`config.mk`:
```
export PLATFORM = sky130hd
export DESIGN_NAME = fq_div_prog
export DESIGN_NICKNAME = d
export VERILOG_FILES = /design/src/rtl/fq_div_prog.sv
export SDC_FILE = /design/constraint.sdc
export NUM_CORES = 1
export LEC_CHECK = 0
export CORE_MARGIN = 5
export CORE_UTILIZATION = 40
export CTS_CLUSTER_SIZE = 20
export DETAILED_ROUTE_END_ITERATION = 12
export REMOVE_ABC_BUFFERS = 1
export SLEW_MARGIN = 40
export SYNTH_ARGS = -nofsm -noshare
export SYNTH_HDL_FRONTEND = slang
export SYNTH_SLANG_ARGS = --single-unit
```
`constraint.sdc`:
```
create_clock -name org_clk -period 5 [get_ports org_clk]
set_clock_uncertainty 0.1 [all_clocks]
set_input_delay 1.5 -clock org_clk [delete_from_list [all_inputs] [get_ports org_clk]]
set_output_delay 1.5 -clock org_clk [all_outputs]
set_load 0.05 [all_outputs]
```
`src/rtl/fq_div_prog.sv`:
```
// Programmable org_clk divider (N >= 2, odd or even) with period tick and glitch-free ratio changes.
// Latency: outputs registered; first enabled edge after reset/idle starts a period (div_clk=1, tick=1).
// Backpressure: none; load is a single-cycle request, and only the last load before a wrap is applied.
module fq_div_prog #(
  parameter int W       = 16,
  parameter int DEF_DIV = 4
) (
  input  logic         org_clk,
  input  logic         sys_rst_n,
  input  logic         en,
  input  logic         load,
  input  logic [W-1:0] div_val,
  output logic         div_clk,
  output logic         tick,
  output logic         load_done,
  output logic [W-1:0] cur_div
);

  localparam logic [W-1:0] RST_DIV = (DEF_DIV < 2) ? W'(2) : W'(DEF_DIV);
  localparam logic [W-1:0] ONE     = W'(1);

  logic [W-1:0] cnt;
  logic [W-1:0] pend;
  logic         pend_v;

  logic [W-1:0] cnt_nxt;
  logic [W-1:0] div_nxt;
  logic [W-1:0] pend_nxt;
  logic [W-1:0] load_val;
  logic         pend_v_nxt;
  logic         done_nxt;
  logic         clk_nxt;
  logic         tick_nxt;
  logic         wrap;

  // High time (N+1)>>1 without needing a W+1 bit adder when N = 2^W-1.
  function automatic logic [W-1:0] high_of(input logic [W-1:0] n);
    return (n >> 1) + {{(W-1){1'b0}}, n[0]};
  endfunction

  always_comb begin
    load_val   = (div_val < W'(2)) ? W'(2) : div_val;
    wrap       = (cnt == cur_div - ONE);
    cnt_nxt    = cnt;
    div_nxt    = cur_div;
    pend_nxt   = pend;
    pend_v_nxt = pend_v;
    done_nxt   = 1'b0;
    clk_nxt    = 1'b0;
    tick_nxt   = 1'b0;

    if (en) begin
      if (wrap) begin
        cnt_nxt = '0;
        if (pend_v) begin
          div_nxt    = pend;
          pend_v_nxt = 1'b0;
          done_nxt   = 1'b1;
        end
      end else begin
        cnt_nxt = cnt + ONE;
      end
      // A load on the applying edge overrides the clear and stays pending for the next wrap.
      if (load) begin
        pend_nxt   = load_val;
        pend_v_nxt = 1'b1;
      end
      clk_nxt  = (cnt_nxt < high_of(div_nxt));
      tick_nxt = (cnt_nxt == '0);
    end else begin
      if (load) begin
        div_nxt    = load_val;
        pend_nxt   = load_val;
        pend_v_nxt = 1'b0;
        done_nxt   = 1'b1;
      end else if (pend_v) begin
        div_nxt    = pend;
        pend_v_nxt = 1'b0;
        done_nxt   = 1'b1;
      end
      // Parking at N-1 makes the first enabled edge a wrap.
      cnt_nxt = div_nxt - ONE;
    end
  end

  always_ff @(posedge org_clk or negedge sys_rst_n) begin
    if (!sys_rst_n) begin
      cnt       <= RST_DIV - ONE;
      cur_div   <= RST_DIV;
      pend      <= RST_DIV;
      pend_v    <= 1'b0;
      div_clk   <= 1'b0;
      tick      <= 1'b0;
      load_done <= 1'b0;
    end else begin
      cnt       <= cnt_nxt;
      cur_div   <= div_nxt;
      pend      <= pend_nxt;
      pend_v    <= pend_v_nxt;
      div_clk   <= clk_nxt;
      tick      <= tick_nxt;
      load_done <= done_nxt;
    end
  end

endmodule

```
==> metrics.csv <==
metric,value,unit
Final setup violation count,0,
Static Leak,2.58,nW
type of the most critical hold path,register to register,
fraction of layout cells with a size suffix above 1,18.7,%
endpoint class of the critical path,register,
most common flop cell mapped by yosys,sky130_fd_sc_hd__dfrtp_1,
post-route design area,0.00603,mm²
synth unique cells,63,
total I/O pin count,39,
data required time at the worst endpoint,5.13,ns
via count,4839,
cell count of the worst hold path,1,
Hold Slack,0.474,ns
width of the die,120,µm
Core Area,0.0120,mm²
top cells by area in the synthesized netlist,"sky130_fd_sc_hd__dfrtp_1, sky130_fd_sc_hd__mux2i_1, sky130_fd_sc_hd__xnor2_1, sky130_fd_sc_hd__ha_1, sky130_fd_sc_hd__nor2_1",
worst min-delay path endpoint,cnt[0],
Reg2Reg Launch Point,cur_div[0],
share of Yosys cell area claimed by the top area cell type,24.8,%
routed wire length,15700,µm
clock buffer count from CTS,5,
sequential fraction of the synthesis area,26.9,%
worst path arrival time,5.07,ns
multiplexer area fraction after synthesis,9.23,%
slew margin rel.,45.4,%
die span in y,120,µm
reg2reg path depth,24,
top cell type by total area after synthesis,sky130_fd_sc_hd__dfrtp_1,
share of synthesized registers carrying an async set or reset,100,%
clock slew at reported path FFs,0.07,ns
"share of synthesized cell area in and, or, nand and nor gates",26.0,%
number of hold-repair buffers added at the cts stage,0,
insertion delay of the later-clocked pin in the worst-skew pair,0.29,ns
starting utilization of the core area,40.6,%
kind of start point of the critical path,register,
Peak supply drop,212,µV
average cell area after synthesis,7.98,µm²
run status,finished clean,
hold violation count in the final report,0,
count of inserted antenna diode cells,0,
worst hold path startpoint,cnt[0],
portion of the clock cycle consumed by the worst path in the final layout,98.9,%
violation count after the first detailed-routing iteration,568,
#FFs+latches synth,52,
Clock Path Buffers,2,
detailed-route vias per instance,5.86,
final-stage net count,718,
post-route ant nets,0,
crit path time final,4.94,ns
pin count of the biggest net entering global routing,41,
worst reg2reg endpoint,div_clk,
routed length per instance,19.0,µm
RSZ-0062 raised after global routing,yes,
Crit Path Class,register to register,
placed instance area,0.00567,mm²
dominant combinational cell family by area after synthesis,simple AND/OR/NAND/NOR gates,
number of flops mapped to enable cells by yosys,0,
first-pass GRT wire length,24700,µm
clock net sink count,52,
critical-path maximum fanout,5,
FF-to-FF setup slack,0.06,ns
final global-route overflow total,0,
count of input and output buffers,38,
Max Slew Vio Count,0,
number of iterations in the first detailed-routing pass,5,
synthesized-area fraction occupied by adder cells,5.16,%
die outline area,0.0144,mm²
warnings from Yosys,0,
Site Rows,40,
maximum capacitance violations,0,
synthesized instance count,608,
GRT Resource Usage Total,21.6,%
TritonCTS clock tree,done,
most frequent cells in the layout,"sky130_fd_sc_hd__nor2_1, sky130_fd_sc_hd__buf_4, sky130_fd_sc_hd__nand2_1",
H-Tree Depth,2,
launching instance or port of the critical path,cur_div[0],
placer congestion estimate,0.962,
Cell Pwr Density,315,mW/mm²
Clk Tree Root Cell,sky130_fd_sc_hd__clkbuf_16,
xor and xnor area share after synthesis,10.1,%
number of global-route vias before repair,4572,
compound-gate portion of the synthesized area,16.8,%
combined area of all synthesized cells,0.00485,mm²
slew at the pin with the worst max-slew slack,0.813,ns
Peak Freq,202,MHz
Detailed Place HPWL,12300,µm
"Area growth, synth to finish",24.4,%
antenna violations before repair,0,
Residual DRC,0,
==> routing by layer <==
metal / part of all wire, % / global-route usage, % / vias up / wire length, µm
met2: 47 / 34.7 / 195 / 7290
met1: 44 / 30.0 / 2305 / 6840
li1: - / - / 2311 / -
met4: 3.1 / 7.52 / 0 / 485
met5: 0 / 0 / - / 0
met3: 6.6 / 2.69 / 28 / 1040
==> metrics by stage <==
stage                     power [mW]  util [%]  setup slack, ns  setup TNS [ns]  std cells
after detailed placement        1.41      47.4          -0.0798         -0.0798        812
after floorplan                 1.08         -           -0.806          -0.806        567
final                           1.90      50.4           0.0568               0        826
after global placement          1.39      47.4           0.0906               0        812
after CTS                       1.87      49.3           0.0147               0        820
after global routing            2.01      50.4           -0.199          -0.199        826
==> worst max path at each step <==
stage	to	slack (ns)
after floorplan	div_clk	-0.81
after global placement	div_clk	0.09
after detailed placement	div_clk	-0.08
after CTS	div_clk	0.01
after global routing	div_clk	-0.20
final	div_clk	0.06
==> what timing repair did <==
action                                  CTS  global route
buffers inserted                          0             6
gates resized for setup                   9            22
endpoints found under the setup margin    1             1
pin swaps                                 4            22
==> state kept, by name, indices dropped and copies added (netlist names) <==
signal	cells
load_done	1
tick	1
cnt	16
cur_div	16
pend	16
div_clk	1
pend_v	1
==> critical path, cell delays in order (launching register included) <==
cell and delay, ns:
sky130_fd_sc_hd__dfrtp_1 0.42, sky130_fd_sc_hd__or2_1 0.26, sky130_fd_sc_hd__or4_4 0.47, sky130_fd_sc_hd__a211o_1 0.31
sky130_fd_sc_hd__o311a_4 0.15, sky130_fd_sc_hd__nor3_2 0.19, sky130_fd_sc_hd__nand4_2 0.17, sky130_fd_sc_hd__mux2_4 0.36
sky130_fd_sc_hd__ha_4 0.18, sky130_fd_sc_hd__buf_6 0.11, sky130_fd_sc_hd__ha_4 0.16, sky130_fd_sc_hd__and2_4 0.14
sky130_fd_sc_hd__nand3_2 0.08, sky130_fd_sc_hd__xor2_1 0.17, sky130_fd_sc_hd__nor2_1 0.06, sky130_fd_sc_hd__nor3_1 0.21
sky130_fd_sc_hd__ha_1 0.28, sky130_fd_sc_hd__a21o_1 0.19, sky130_fd_sc_hd__a21o_1 0.15, sky130_fd_sc_hd__a21o_1 0.17
sky130_fd_sc_hd__a21oi_2 0.12, sky130_fd_sc_hd__nor2b_1 0.06, sky130_fd_sc_hd__o21ai_1 0.13, sky130_fd_sc_hd__nand3b_1 0.10
sky130_fd_sc_hd__a21oi_2 0.11
==> logic make-up (layout without fill, tap and decap cells) <==
| kind of cell | Yosys count | count (layout) |
|---|---|---|
| AO/OA/AOI/OAI | 128 | 128 |
| XOR/XNOR | 56 | 56 |
| AND/OR/NAND/NOR | 244 | 244 |
| buffers and inverters | 65 | 136 |
| adder cells (fa/ha/maj) | 20 | 20 |
| multiplexers | 43 | 43 |
| flip-flops | 52 | 52 |
==> cell usage after synthesis, types with 4 or more instances <==
library cell / count
sky130_fd_sc_hd__o21a_1: 5
sky130_fd_sc_hd__nand2_1: 57
sky130_fd_sc_hd__nor3_1: 16
sky130_fd_sc_hd__o22ai_1: 6
sky130_fd_sc_hd__mux2i_1: 29
sky130_fd_sc_hd__a211oi_1: 4
sky130_fd_sc_hd__and3_1: 16
sky130_fd_sc_hd__nor2b_1: 8
sky130_fd_sc_hd__or3_1: 5
sky130_fd_sc_hd__o21ai_1: 4
sky130_fd_sc_hd__buf_2: 9
sky130_fd_sc_hd__xnor2_1: 33
sky130_fd_sc_hd__a21o_1: 8
sky130_fd_sc_hd__mux2_2: 14
sky130_fd_sc_hd__inv_1: 24
sky130_fd_sc_hd__nor2_1: 64
sky130_fd_sc_hd__a21oi_1: 36
sky130_fd_sc_hd__o31ai_1: 6
sky130_fd_sc_hd__dfrtp_1: 48
sky130_fd_sc_hd__xor2_1: 23
sky130_fd_sc_hd__nand4_1: 15
sky130_fd_sc_hd__nand3_1: 24
sky130_fd_sc_hd__o21ai_0: 34
sky130_fd_sc_hd__ha_1: 20
sky130_fd_sc_hd__nor4_1: 4
sky130_fd_sc_hd__or4_1: 4
sky130_fd_sc_hd__buf_1: 5
sky130_fd_sc_hd__clkbuf_1: 23
sky130_fd_sc_hd__dfstp_2: 4
sky130_fd_sc_hd__nand2b_1: 6
==> area by class of cell <==
| type | instances | area, µm² |
|---|---|---|
| Multi-Input combinational cell | 491 | 3390 |
| Clock buffer | 6 | 129 |
| Tap cell | 147 | 184 |
| Timing Repair Buffer | 104 | 878 |
| Clock inverter | 2 | 60.1 |
| Fill cell | 1121 | 5930 |
| Inverter | 24 | 90.1 |
| Sequential cell | 52 | 1310 |
==> report_power, final <==
group          switching [mW]  internal (mW)
Clock                   0.159          0.287
Sequential             0.0921          0.481
Combinational           0.502          0.378
Total                   0.753           1.15
Power figures use the tool's default switching activity.
==> edit 1: new RTL, same flow settings <==
Remove the register `tick`: a continuous assignment takes its place, so the output `tick` follows one clock earlier. Comments in the files are not updated.
--- a/src/rtl/fq_div_prog.sv
+++ b/src/rtl/fq_div_prog.sv
@@ -90,7 +90,6 @@
       pend      <= RST_DIV;
       pend_v    <= 1'b0;
       div_clk   <= 1'b0;
-      tick      <= 1'b0;
       load_done <= 1'b0;
     end else begin
       cnt       <= cnt_nxt;
@@ -98,10 +97,11 @@
       pend      <= pend_nxt;
       pend_v    <= pend_v_nxt;
       div_clk   <= clk_nxt;
-      tick      <= tick_nxt;
       load_done <= done_nxt;
     end
   end
 
+  assign tick = tick_nxt;
+
 endmodule
 
Behaviour: not the same (Yosys sat finds a counterexample within 4 cycles, from zero or initial values and one cycle with sys_rst_n low).
==> edit 1 against the original RTL <==
Sequential cell count down 1. Setup slack better by 0.10 ns. Non-clock buffer count down 1. Power down 5.0%. Hold slack better by 0.017 ns. Clock power down 23%. Routed wire length down 1.1%. Area after synthesis down 0.52%. Cell area down 0.12%.
==> edit 1: results (changes against the original RTL) <==
| Metric | Value |
|---|---|
| Top flop regs | `cnt (16), cur_div (16), pend (16) (unchanged)` |
| CP startpoint kind | `register (unchanged)` |
| Worst-margin pin slew | `0.6600 ns (was 0.8127 ns)` |
| Clock root buffer | `clkbuf_16 (unchanged)` |
| GR Util All Layers | `21.20% (was 21.64%)` |
| Crit Path Max Fanout | `23 (was 5)` |
| Nets | `716 (was 718)` |
| # port buffers | `38 (unchanged)` |
| Fillers | `1,123 (was 1,121)` |
| Crit-path leading delay family | `simple AND/OR/NAND/NOR gates (unchanged)` |
| Routed WL per cell | `18.79 microns (was 18.95 microns)` |
| Pwr Density | `299.5 nW/um^2 (was 314.9 nW/um^2)` |
| Yosys cell types | `63 (unchanged)` |
| Clk buf depth | `2 (unchanged)` |
| Drt initial violations | `530 (was 568)` |
| Post-DP HPWL | `11.91 mm (was 12.28 mm)` |
| Sequential share of the synthesized area | `26.55% (was 26.93%)` |
| Initial antenna violation count | `0 (unchanged)` |
| Vias | `4,780 (was 4,839)` |
| Number of diodes | `0 (unchanged)` |
| RR Startpoint | `cur_div[6] (was cur_div[0])` |
| Layout cells sized above 1 | `20.97% (was 18.70%)` |
| Routability cong. | `1.037 (was 0.9623)` |
| Largest net degree at the start of global routing | `52 (was 41)` |
| CTS buffer count | `5 (unchanged)` |
| Hold_sp | `pend[4] (was cnt[0])` |
| CTS H-tree lvls | `2 (unchanged)` |
| Hold Path Class | `register to register (unchanged)` |
| Net Sw Power | `762.4 uW (was 753.1 uW)` |
| Clock latency on the worst-skew pair | `0.30 ns` |
| Vias in the first global route | `4,477 (was 4,572)` |
| Result of the run | `complete, no violations (unchanged)` |
| First-pass GRT wire length | `24.12 mm (was 24.70 mm)` |
| CP max stage cell | `or4_1 (was or4_4)` |
| Leakage | `0.002574 uW (was 0.002584 uW)` |
| Arr. time, crit path | `3.24 ns (was 5.07 ns)` |
| Top post-synthesis cells by area | `dfrtp_1 (24%), mux2i_1 (6.0%), xnor2_1 (6.0%) (was dfrtp_1 (25%), mux2i_1 (6.0%), xnor2_1 (6.0%))` |
| Synth cell count leaders | `nor2_1 (64), nand2_1 (57), dfrtp_1 (47) (was nor2_1 (64), nand2_1 (57), dfrtp_1 (48))` |
| Synth Flop Type | `dfrtp_1 (unchanged)` |
| Clk slew on worst S/H paths | `0.07 ns (about the same)` |
| Synthesis warning total | `0 (unchanged)` |
| Ys async rst share | `100.0% (unchanged)` |
| Logic pwr share | `49.2% (was 46.3%)` |
| Peak VDD IR | `120.1 uV (was 212.0 uV)` |
| Share of power burned in registers | `31.8% (was 30.2%)` |
| DRT Pass-1 Iters | `6 (was 5)` |
| Slowest cell delay on critical path | `0.52 ns (was 0.47 ns)` |
edit 1: changes by cell type in the layout (fill, tap and decap cells not counted), moves of 2 or more:
cell,delta
xnor2_1,-2
or4_1,+2
bufinv_16,-2
ha_4,-3
xnor2_2,+2
nor3_1,-2
or4_4,-2
dfrtp_1,-5
clkdlybuf4s50_1,-2
dfrtp_2,+4
ha_2,+3
edit 1: cell type report:
class	instances	share of cell area (%)
multi-input combinational	491	57.23
inverter	24	1.495
sequential	51	21.34
clock buffer	6	2.138
timing repair buffer	103	14.53
clock inverter	2	0.2076
tap	147	3.052
edit 1: final timing paths:
check | slack [ns] | cells after the start | end
setup / recovery | 0.16 | 9 | tick
min in group asynchronous | 1.22 | 2 | pend_v
setup reg to reg | 0.20 | 24 | div_clk
max in group asynchronous | 3.11 | 2 | cur_div[3]
hold / removal | 0.49 | 1 | pend[4]
hold reg to reg | 0.49 | 1 | pend[4]
edit 1: per-layer routing:
metal / share of wire, % / vias to the layer above / track usage [%]
met5: 0 / - / 0
met4: 2.0 / 0 / 6.299
met3: 6.3 / 25 / 2.451
met2: 47 / 170 / 34.78
met1: 45 / 2289 / 29.40
li1: - / 2296 / -
edit 1: through the flow:
step                      cell area (sq um)  setup slack (ns)  setup TNS, ns  util (%)  instances
after floorplan                        4637           -0.8120         -1.618         -        566
after global placement                 5614          0.009853              0     47.13        806
after detailed placement               5614        -0.0002025     -0.0002025     47.13        806
after CTS                              5774           0.02865              0     48.48        814
after global routing                   6027          -0.06571       -0.06571     50.60        824
final                                  6027            0.1569              0     50.60        824
edit 1: worst register-to-register path, cell delays in order, from the launching register on:
cell      delay, ns
dfrtp_2        0.44
or3b_4         0.41
or4_1          0.52
nand4_1        0.15
o22ai_2        0.11
nor4_4         0.32
nand3_1        0.13
o21ai_2        0.09
ha_2           0.25
buf_6          0.13
nand3_4        0.09
nor3_2         0.20
xnor2_1        0.13
nand2_1        0.12
o21ai_2        0.10
ha_1           0.27
a21o_1         0.19
a21o_1         0.15
a21o_1         0.17
a21o_1         0.16
a21oi_2        0.11
nor2b_1        0.05
o21ai_1        0.12
nand3b_1       0.10
a21oi_2        0.13
edit 1: cell families (layout without fill, tap and decap cells):
logic type	after synthesis	count (layout)	synth area share, %
compound gates	128	128	16.90
xor+xnor	56	56	10.16
fa+ha+maj	20	20	5.185
buf+inv	65	135	5.782
flops	51	51	26.55
mux	43	43	9.282
simple gates	244	244	26.13
edit 1: repair_timing:
action / in CTS / in global routing
resized for setup: 4 / 42
pin swaps: 1 / 23
setup buffers: 0 / 10
setup endpoints to repair: 2 / 2
==> edit 2: new RTL, same settings <==
Made on the original files. Set the parameter `W` to 32 (it was 16).
--- a/src/rtl/fq_div_prog.sv
+++ b/src/rtl/fq_div_prog.sv
@@ -2,7 +2,7 @@
 // Latency: outputs registered; first enabled edge after reset/idle starts a period (div_clk=1, tick=1).
 // Backpressure: none; load is a single-cycle request, and only the last load before a wrap is applied.
 module fq_div_prog #(
-  parameter int W       = 16,
+  parameter int W       = 32,
   parameter int DEF_DIV = 4
 ) (
   input  logic         org_clk,
Ports: changed (resized cur_div and div_val); port bits go from 39 to 71. The function was not compared with the original's and may differ.
==> edit 2 against the original RTL <==
Cell area rose by 110%. Non-clock buffer count rose by 224. Sequential cell count rose by 48. Clock power rose by 59%. Count of clock-buffer cells in the layout rose by 6. Routed wire length rose by 120%. Setup slack got worse by 0.89 ns. Power rose by 84%. First-iteration DRC count rose by 68%. The flow now finishes with violations (setup timing). Area after synthesis rose by 93%.
==> edit 2: results (changes against the original RTL) <==
| Metric | Value |
|---|---|
| Result of the run | `finished with violations (was complete, no violations)` |
| Failing checks | `setup timing` |
| Final Worst Setup Slack | `-0.8371 ns (was 0.05681 ns)` |
| Synth cell count leaders | `nor2_1 (138), nand2_1 (128), o21ai_0 (106) (was nor2_1 (64), nand2_1 (57), dfrtp_1 (48))` |
| Arr. time, crit path | `5.99 ns (was 5.07 ns)` |
| Wl on met1 | `15.61 mm (was 6.840 mm)` |
| CTS buffer count | `9 (was 5)` |
| GR Util All Layers | `25.84% (was 21.64%)` |
| Layout cells sized above 1 | `25.17% (was 18.70%)` |
| Fillers | `2,213 (was 1,121)` |
| Yosys cell types | `70 (was 63)` |
| Clk buf depth | `2 (unchanged)` |
| GR Util met3 | `4.455% (was 2.686%)` |
| Final setup viols | `1 (was 0)` |
| Leakage | `0.005519 uW (was 0.002584 uW)` |
| Crit Path Max Fanout | `4 (was 5)` |
| Met1 usage | `36.52% (was 30.00%)` |
| Vias in the first global route | `9,312 (was 4,572)` |
| Peak VDD IR | `155.8 uV (was 212.0 uV)` |
| CP max stage cell | `or4b_4 (was or4_4)` |
| Met2 wire len | `15.82 mm (was 7.291 mm)` |
| Post-DP HPWL | `26.84 mm (was 12.28 mm)` |
| Largest family of logic cells by synthesized area | `simple AND/OR/NAND/NOR gates (unchanged)` |
| Routability cong. | `0.9786 (was 0.9623)` |
| Worst R2R Path Depth | `30 (was 24)` |
| Nets | `1,530 (was 718)` |
| Sequential share of the synthesized area | `26.84% (was 26.93%)` |
| First-pass GRT wire length | `53.27 mm (was 24.70 mm)` |
| Uppermost layer routed | `met4 (unchanged)` |
| Post-synthesis compound-gate area fraction | `14.60% (was 16.82%)` |
| # port buffers | `70 (was 38)` |
| Hold Path Class | `register to register (unchanged)` |
| Ys async rst share | `100.0% (unchanged)` |
| Post-Synth Adder-Cell Area | `4.822% (was 5.159%)` |
| Hold Crit Depth | `2 (was 1)` |
| CTS H-tree lvls | `3 (was 2)` |
| Drt initial violations | `957 (was 568)` |
| DR WL met3 | `2.526 mm (was 1.035 mm)` |
| Total Wirelength | `34.69 mm (was 15.65 mm)` |
| Post-synthesis mux area share | `8.572% (was 9.234%)` |
| Largest net degree at the start of global routing | `84 (was 41)` |
| Met2 usage | `41.26% (was 34.74%)` |
| Setup tns final | `-0.8371 ns (was 0 ns)` |
| Clock latency on the worst-skew pair | `0.36 ns (was 0.29 ns)` |
| Top post-synthesis cells by area | `dfrtp_1 (26%), xnor2_1 (8.3%), mux2i_1 (6.6%) (was dfrtp_1 (25%), mux2i_1 (6.0%), xnor2_1 (6.0%))` |
| Xor and xnor area share after synthesis | `12.94% (was 10.11%)` |
| Top flop regs | `cnt (32), cur_div (32), pend (32) (was cnt (16), cur_div (16), pend (16))` |
| Vias | `9,786 (was 4,839)` |
| Slew margin rel. | `56.96% (was 45.40%)` |
| Number of diodes | `0 (unchanged)` |
==> edit 2: timing repair <==
action / in CTS / in global routing
resized for setup: 50 / 37
gates cloned: 1 / 0
setup endpoints to repair: 1 / 5
pin swaps: 23 / 21
hold buffers: 0 / 0
buffers inserted: 7 / 7
==> edit 2: area by class of cell <==
class	instances	share of cell area [%]
Clock buffer	12	2.094
Multi-Input combinational cell	979	52.35
Tap cell	319	3.137
Inverter	40	1.180
Clock inverter	3	0.1672
Timing Repair Buffer	328	21.35
Sequential cell	100	19.72
==> edit 2: report_power, final <==
group | switching [uW] | internal [uW] | total (uW)
registers | 111 | 916 | 1030
logic | 993 | 774 | 1770
clock network | 334 | 377 | 711
==> edit 2: through the flow <==
step / instance area, sq um / setup slack [ns] / std cells / utilization (%)
floorplan: 8967 / -3.161 / 1119 / -
global placement: 11920 / -1.162 / 1751 / 51.24
detailed placement: 11920 / -1.370 / 1751 / 51.24
CTS: 12490 / -0.7159 / 1774 / 53.71
global route: 12720 / -1.102 / 1781 / 54.70
finish: 12720 / -0.8371 / 1781 / 54.70
==> edit 2: worst reg2reg max path: cells and delay by family, from the launching register on <==
kind | cells | cell delay [ns]
compound gates | 9 | 1.54
xor+xnor | 1 | 0.14
fa+ha+maj | 3 | 0.64
buf+inv | 3 | 0.38
flops | 1 | 0.41
mux | 1 | 0.33
simple gates | 13 | 2.18
==> edit 2: worst paths after layout <==
check                           start        to  slack (ns)
max                        cur_div[1]   div_clk       -0.84
min                          pend[31]  pend[31]        0.47
max reg2reg                cur_div[1]   div_clk       -0.84
min reg2reg                  pend[31]  pend[31]        0.47
max in group asynchronous   sys_rst_n   cnt[22]        2.95
min in group asynchronous   sys_rst_n  pend[10]        1.06
